File: config.mk
export PLATFORM = sky130hd
export DESIGN_NAME = api_sched
export DESIGN_NICKNAME = d
export VERILOG_FILES = /design/src/rtl/api_pkg.sv /design/src/rtl/api_to_timer.sv /design/src/rtl/api_sched.sv
export SDC_FILE = /design/constraint.sdc
export NUM_CORES = 1
export LEC_CHECK = 0
export ABC_AREA = 1
export CAP_MARGIN = 0
export CORE_UTILIZATION = 44
export CTS_CLUSTER_SIZE = 12
export DETAILED_ROUTE_END_ITERATION = 10
export GPL_ROUTABILITY_DRIVEN = 0
export PLACE_DENSITY = 0.84
export SYNTH_ARGS = -nofsm -noshare
export SYNTH_HDL_FRONTEND = slang
export SYNTH_SLANG_ARGS = --single-unit
File: constraint.sdc
create_clock -name clk -period 3.9 [get_ports clk]
set_input_delay 0.585 -clock clk [delete_from_list [all_inputs] [get_ports clk]]
set_output_delay 0.585 -clock clk [all_outputs]
set_load 0.01 [all_outputs]
File: src/rtl/api_pkg.sv
// Shared definitions for the api_sched block: FSM encodings, register
// field widths, the default timeout marker and the rx word record.
package api_pkg;

  localparam int CH_W   = 6;   // channel number / count
  localparam int WORD_W = 8;   // words per channel job
  localparam int TMR_W  = 28;  // WAIT timeout timer
  localparam int CNT_W  = 11;  // txfifo occupancy
  localparam int DAT_W  = 32;

  localparam logic [DAT_W-1:0] TO_MARK_DEF = 32'hbeafbeaf;

  localparam logic [2:0] ST_IDLE  = 3'd0;
  localparam logic [2:0] ST_LOAD  = 3'd1;
  localparam logic [2:0] ST_SEND  = 3'd2;
  localparam logic [2:0] ST_WAIT  = 3'd3;
  localparam logic [2:0] ST_NEXT  = 3'd4;
  localparam logic [2:0] ST_FLUSH = 3'd5;

  // One word heading for the rxfifo.
  typedef struct packed {
    logic             vld;
    logic [DAT_W-1:0] dat;
  } rx_word_t;

endpackage

File: src/rtl/api_to_timer.sv
// WAIT-state timeout timer: 28-bit counter with synchronous clear and
// count enable; hit is high while the count equals limit.
// Ports: clk/rst, clr (zero the count), en (count up), limit, hit.
module api_to_timer
  import api_pkg::*;
(
  input  logic             clk,
  input  logic             rst,
  input  logic             clr,
  input  logic             en,
  input  logic [TMR_W-1:0] limit,
  output logic             hit
);

  logic [TMR_W-1:0] count;

  always_ff @(posedge clk or posedge rst) begin
    if (rst)      count <= '0;
    else if (clr) count <= '0;
    else if (en)  count <= count + 1'b1;
  end

  assign hit = (count == limit);

endmodule

File: src/rtl/api_sched.sv
// Channel job scheduler. For each channel in turn: wait for enough tx
// words, pulse ch_start, stream reg_word_num words from the txfifo to the
// channel, then wait for ch_done or a timeout (which pushes TO_MARK into
// the rxfifo) and advance ch_sel. Channel rx words are forwarded to the
// rxfifo one cycle later; words arriving while rxfull is high are counted
// in drop_cnt. reg_flush aborts to FLUSH and returns to channel 0.
// Ports: config (reg_*), txfifo (txfifo_dout/txcnt/txfifo_pop), rxfifo
// (rxfull/rxfifo_push/rxfifo_din), channel (ch_*), status (reg_state,
// drop_cnt).
module api_sched
  import api_pkg::*;
#(
  parameter logic [DAT_W-1:0] TO_MARK = TO_MARK_DEF,
  parameter int               DROP_W  = 16
) (
  input  logic              clk,
  input  logic              rst,
  input  logic [CH_W-1:0]   reg_ch_num,
  input  logic [WORD_W-1:0] reg_word_num,
  input  logic [TMR_W-1:0]  reg_timeout,
  input  logic              reg_flush,
  input  logic [DAT_W-1:0]  txfifo_dout,
  input  logic [CNT_W-1:0]  txcnt,
  output logic              txfifo_pop,
  input  logic              rxfull,
  output logic              rxfifo_push,
  output logic [DAT_W-1:0]  rxfifo_din,
  output logic [CH_W-1:0]   ch_sel,
  output logic              ch_start,
  output logic              ch_tx_vld,
  output logic [DAT_W-1:0]  ch_tx_dat,
  input  logic              ch_tx_rdy,
  input  logic              ch_rx_vld,
  input  logic [DAT_W-1:0]  ch_rx_dat,
  input  logic              ch_done,
  output logic [2:0]        reg_state,
  output logic [DROP_W-1:0] drop_cnt
);

  logic [2:0]        state, nxt;
  logic [WORD_W-1:0] wcnt;
  logic              load_go, sending, to_hit, timeout, rx_ok;
  rx_word_t          hold, nhold, fwd;

  // A zero word count would leave SEND with nothing to terminate on, so
  // LOAD only launches a job with a non-zero live reg_word_num.
  assign load_go = (state == ST_LOAD) && !reg_flush && (reg_word_num != '0) &&
                   (txcnt >= {{(CNT_W-WORD_W){1'b0}}, reg_word_num});

  // The FWFT head is only valid while txcnt != 0, so valid is gated on it
  // too; this keeps pop == vld & rdy and never pops an empty fifo.
  assign sending    = (state == ST_SEND) && !reg_flush && (txcnt != '0);
  assign ch_tx_vld  = sending;
  assign ch_tx_dat  = sending ? txfifo_dout : '0;
  assign txfifo_pop = sending && ch_tx_rdy;
  assign ch_start   = load_go;
  assign reg_state  = state;

  // Timer counts only in WAIT and is held at zero elsewhere, so the first
  // WAIT cycle sees 0 and reg_timeout == 0 expires immediately.
  api_to_timer u_timer (
    .clk   (clk),
    .rst   (rst),
    .clr   (state != ST_WAIT),
    .en    (state == ST_WAIT),
    .limit (reg_timeout),
    .hit   (to_hit)
  );

  // ch_done beats a same-cycle timeout, so no marker in that case.
  assign timeout = (state == ST_WAIT) && to_hit && !ch_done && !reg_flush;

  always_comb begin
    nxt = state;
    if (reg_flush) nxt = ST_FLUSH;
    else begin
      case (state)
        ST_IDLE:  if (reg_ch_num != '0 && reg_word_num != '0) nxt = ST_LOAD;
        ST_LOAD:  if (load_go) nxt = ST_SEND;
        ST_SEND:  if (txfifo_pop && wcnt == 8'd1) nxt = ST_WAIT;
        ST_WAIT:  if (ch_done || to_hit) nxt = ST_NEXT;
        ST_NEXT:  nxt = ST_IDLE;
        ST_FLUSH: nxt = ST_IDLE;
        default:  nxt = ST_IDLE;
      endcase
    end
  end

  // rx ordering: a held word is oldest, then live channel data, then the
  // timeout marker. At most two can compete in one cycle (data+marker in
  // WAIT, or held+data in the NEXT cycle after), so one hold entry is enough.
  assign rx_ok = ch_rx_vld && (state != ST_FLUSH);

  always_comb begin
    fwd   = '0;
    nhold = '0;
    if (state != ST_FLUSH) begin
      if (hold.vld) begin
        fwd = hold;
        if (rx_ok) nhold = '{vld: 1'b1, dat: ch_rx_dat};
      end else if (rx_ok) begin
        fwd = '{vld: 1'b1, dat: ch_rx_dat};
        if (timeout) nhold = '{vld: 1'b1, dat: TO_MARK};
      end else if (timeout) begin
        fwd = '{vld: 1'b1, dat: TO_MARK};
      end
    end
  end

  always_ff @(posedge clk or posedge rst) begin
    if (rst) begin
      state       <= ST_IDLE;
      wcnt        <= '0;
      ch_sel      <= '0;
      hold        <= '0;
      rxfifo_push <= 1'b0;
      rxfifo_din  <= '0;
      drop_cnt    <= '0;
    end else begin
      state <= nxt;
      hold  <= nhold;

      if (load_go)         wcnt <= reg_word_num;
      else if (txfifo_pop) wcnt <= wcnt - 8'd1;

      if (state == ST_FLUSH)
        ch_sel <= '0;
      else if (state == ST_NEXT && !reg_flush)
        ch_sel <= ({1'b0, ch_sel} + 7'd1 >= {1'b0, reg_ch_num}) ? '0 : ch_sel + 6'd1;

      rxfifo_push <= fwd.vld && !rxfull;
      if (fwd.vld && !rxfull) rxfifo_din <= fwd.dat;
      if (fwd.vld && rxfull && !(&drop_cnt)) drop_cnt <= drop_cnt + 1'b1;
    end
  end

endmodule

Yosys cells after proc, flatten, opt, wreduce, memory -nomap -nowiden
Cells that the tools add are included.

storage, ports and cells
  input port bits = 124
  register bits = 127
  output and inout port bits = 93

operators by class
  mux-type cells = 22
  magnitude comparators = 2
  equality and inequality tests = 13
  reduce and logical (&&, ||, !) cells = 30
  add/subtract/negate cells = 5

operators with widths
  operator               count
  $mux 33                8
  $mux 28                2
  $mux 32                1
  $add 28x1->28 const B  1
  $eq 28x28->1           1
  $mux 6                 3
  $add 16x1->16 const B  1
  $logic_and 1x1->1      16
  $mux 8                 2
  $reduce_and 16->1      1
  $mux 3                 5
  $ne 3x3->1 const B     4
  $pmux 3 s4             1
  $ge 11x8->1            1
  $reduce_bool 11->1     1
  $eq 8x1->1 const B     1
  $reduce_bool 8->1      1
  $sub 8x1->8 const B    1
  $add 6x1->7 const B    1
  $ge 7x6->1             1
  $add 6x1->6 const B    1
  $eq 3x2->1 const B     2
  $eq 3x3->1 const B     2
  $ne 3x2->1 const B     2
  other kinds (7)        12

Depth between registers and ports, before layout
  depth after elaboration = 10
  mapped depth = 15
  depth with buffers taken out = 14

Modules after synthesis
A second synthesis with hierarchy kept.

unflattened totals
  cell total of the unflattened synthesis = 1066
  area, all modules = 7617.3 sq um

modules (own cells, without submodules)
  module        cells an instance  times used  area an instance (sq um)  seq. area each (sq um)
  api_sched     761                1           5559.1                    2477.4
  api_to_timer  305                1           2058.2                    700.7

Least setup slack after synthesis
Ideal clock, no wire load.

  path kind = input port to output port
  start point = in reg_word_num[7]
  end point = out ch_start
  data required time = 3315 ps
  arrival = 1654 ps
  path buffers = 0
  stages = 8
  setup slack = 1661 ps
  cell sequence = inv_1 ha_1 inv_1 nor3_1 nand3_1 nand4_1 nand2_1 inv_1

on the way
  word-level cells in the longest chain between the ends = 3
  elaborated cells on any way between the ends = 4
  classes of those cells = order compare: 1; reduce/logical: 3

ends and longest elaborated chain
  what                                                 RTL line         RTL
  start, declared                                      api_sched.sv:19  input logic [WORD_W-1:0] reg_word_num,
  branches (longest 2 deep; another with $ge 11x8->1)  -
  $logic_and 1x1->1 *                                  api_sched.sv:47  assign load_go = (state == ST_LOAD) && !reg_flush && (reg_word_num != '0) &&
  end, declared                                        api_sched.sv:29  output logic ch_start,

Every way passes the cells marked *.

Final worst setup path
Ends and elaborated chain as after synthesis.

==> metrics <==
status completed; vias per cell between 5 and 6; Max Slew Vio Count 0; DP HPWL between 15,000 and 20,000 um; Layout area overhead 38.32%; Total GRT Usage between 20% and 30%; Max-cap violations 0; syn_area_per_cell between 7 and 8 um2; Hold Buf Count CTS 0; Die Y-Extent around 130 um; type of origin of the critical path input port; P_leak between 5 and 6 nW; initial core utilization 45.05%; worst hold path class input port to asynchronous set/reset pin; ys async rst share 100.0%; worst reg-to-reg setup slack ~1.2 ns; FF-to-FF End hold[17]; Num Clock Sinks around 130; final net count around 1,400; post-CTS setup repair buffer count 0; Placed Cells about 1,500; share of cells above drive strength 1 ~6%; Clock Pin Slew Worst Setup and Hold Paths around 0.060 ns; Mapped Nets 1,238; Num CTS Buffers 17; WL/cell ~14 um; ys flop type dfrtp_1; Tcrit/Tclk final 89.76%; clock root buffer clkbuf_16; final core occ between 60% and 70%; Worst setup startpoint reg_word_num[7]; drt first pass iters 5; die area roughly 18,000 um2; clk_lat worst skew 0.42 ns; Die X ~130 um; non-filler instance count after layout 1,542; kind of end point of the critical path output port; largest net degree at the start of global routing 80; CP Max Fanout 10; Mapped Cells 1,095; grt ovf 0; core area 17,240 um2; Slew @ Worst Pin 0.9123 ns; critical path endpoint ch_start; post-CTS resize count 0; Final Skew approximately 0.011 ns; # setup viols final 0; top cell type by total area after synthesis dfrtp_1; post-synth top area share 40.93%; worst r2r src reg_state[1]; Power Dens Cells about 450 nW/um2; largest cells by area after synthesis dfrtp_1 41%, nand2_1 15%, inv_1 7.9%, nor2_1 5.5%, a21oi_1 3.1%; row count 48; FF-to-FF path depth 9; synthesis-stage register bit count 127; WL final 21,990 um; RSZ-0062 raised after global routing false; slew margin rel. between 30% and 40%; Synth warnings 0; Initial DRC Count about 410; fmax ~0.29 GHz; Critical Path AT 2.92 ns; residual DRC count 0; required time of the critical path ~3.3 ns; Vias approximately 8,000; distinct cell type count after synthesis 37; CTS Buffer Depth 2; DRT antenna net count 0; global-route wire length before repair ~36,000 um; maximum vdd drop 0.0003237 V; IO buf count between 200 and 250; CTS tree yes; I/O Pins ~220; H-tree depth 4; Tmin final roughly 3.5 ns; synthesized cell area slightly below 8000 um2; Crit Path Class input port to output port; TNS Setup 0 ns; vias in the first global route between 7,000 and 8,000; antenna violations before repair 1; Post-synth EDFFs 0; Fin. Hold Viols 0; register area share after synthesis roughly two fifths
==> synth_stat cells, types with 2 or more instances <==
master,n
nand2_1,314
inv_1,163
dfrtp_1,127
nor2_1,113
a21oi_1,48
o21ai_0,36
nor3_1,34
o21ai_1,33
nand3_1,31
nand4_1,30
xor2_1,27
clkbuf_1,26
or2_2,24
xnor2_1,22
ha_1,19
buf_2,7
o221ai_1,7
nor4_1,5
nand3b_1,4
buf_6,3
inv_2,3
a31oi_1,2
nand3_2,2
o31ai_1,2
==> logic make-up after synthesis <==
kind of cell / count (synthesis) / share of synthesized area (%)
fa+ha+maj: 19 / 3.062
simple gates: 562 / 30.84
flops: 127 / 40.93
xor+xnor: 49 / 5.527
buf+inv: 204 / 10.31
compound gates: 134 / 9.330
==> worst max-delay path, cell delays in order <==
cell and delay, ns:
clkdlybuf4s50_1 0.46, inv_1 0.07, ha_1 0.30, inv_1 0.04, nor3_1 0.26, nand3_1 0.12, nand4_1 0.10, nand2_1 0.22
inv_1 0.20, clkdlybuf4s50_1 0.56
==> worst min path at each step <==
stage	end	slack [ns]	cells past startpoint
after floorplan	u_timer.count[0]	0.47	1
after global placement	rxfifo_din[7]	0.47	2
after detailed placement	rxfifo_din[9]	0.48	2
after CTS	drop_cnt[14]	0.44	2
after global routing	drop_cnt[14]	0.45	2
final	drop_cnt[14]	0.46	2
==> final cells by class <==
| class | count | area, um2 |
|---|---|---|
| Timing Repair Buffer | 227 | 2257 |
| Antenna cell | 1 | 2.502 |
| Clock inverter | 14 | 178.9 |
| Fill cell | 1498 | 6496 |
| Inverter | 166 | 626.9 |
| Multi-Input combinational cell | 764 | 3786 |
| Sequential cell | 127 | 3178 |
| Clock buffer | 18 | 429.2 |
| Tap cell | 225 | 281.5 |
==> state kept, by name (all words and copies together), names as in the netlist <==
signal	cells
rxfifo_din	32
rxfifo_push	1
reg_state	3
drop_cnt	16
u_timer.count	28
wcnt	8
hold	33
ch_sel	6
==> cells in the final DEF (no fill, tap or decap), types with 3 or more instances in the layout <==
master	Yosys	layout
inv_6	0	4
o21ai_1	33	33
nor4_1	5	5
nand4_1	30	30
or2_2	24	24
nor2_1	113	113
ha_1	19	19
clkdlybuf4s50_1	0	216
clkbuf_16	0	17
xor2_1	27	27
dfrtp_1	127	127
nand3_1	31	31
inv_2	3	4
nand2_1	314	314
buf_4	1	10
o21ai_0	36	36
bufinv_16	0	3
nor3_1	34	34
a21oi_1	48	48
xnor2_1	22	22
clkinvlp_4	0	3
inv_1	163	161
nand3b_1	4	4
o221ai_1	7	7
==> metal layers <==
layer  up-vias  part of all wire (%)  global-route usage [%]
met5         -                     0                       0
met4         0                   2.7                   10.24
met3        55                   7.2                   5.593
met2       326                    51                   44.53
met1      3558                    39                   28.28
li1       3866                     -                       -
==> report_power, final <==
group	internal [W]	leakage, nW	total (W)	switching (W)
sequential	0.00152	1.72	0.00169	0.000170
clock	0.00102	0.294	0.00165	0.000637
combinational	0.000691	3.24	0.00146	0.000772
total	0.00322	5.26	0.00480	0.00158
==> stage by stage <==
stage               total power [W]  instance area (um2)  setup WS, ns  hold WS (ns)
floorplan                  0.002469                 7769         1.661        0.4747
global placement           0.003120                10130        0.5280        0.4702
detailed placement         0.003166                10130        0.4183        0.4773
CTS                        0.004829                10740        0.4299        0.4446
global route               0.005078                10740        0.2257        0.4545
finish                     0.004803                10740        0.3995        0.4569
Note: power is estimated with default switching activity, not from simulation.
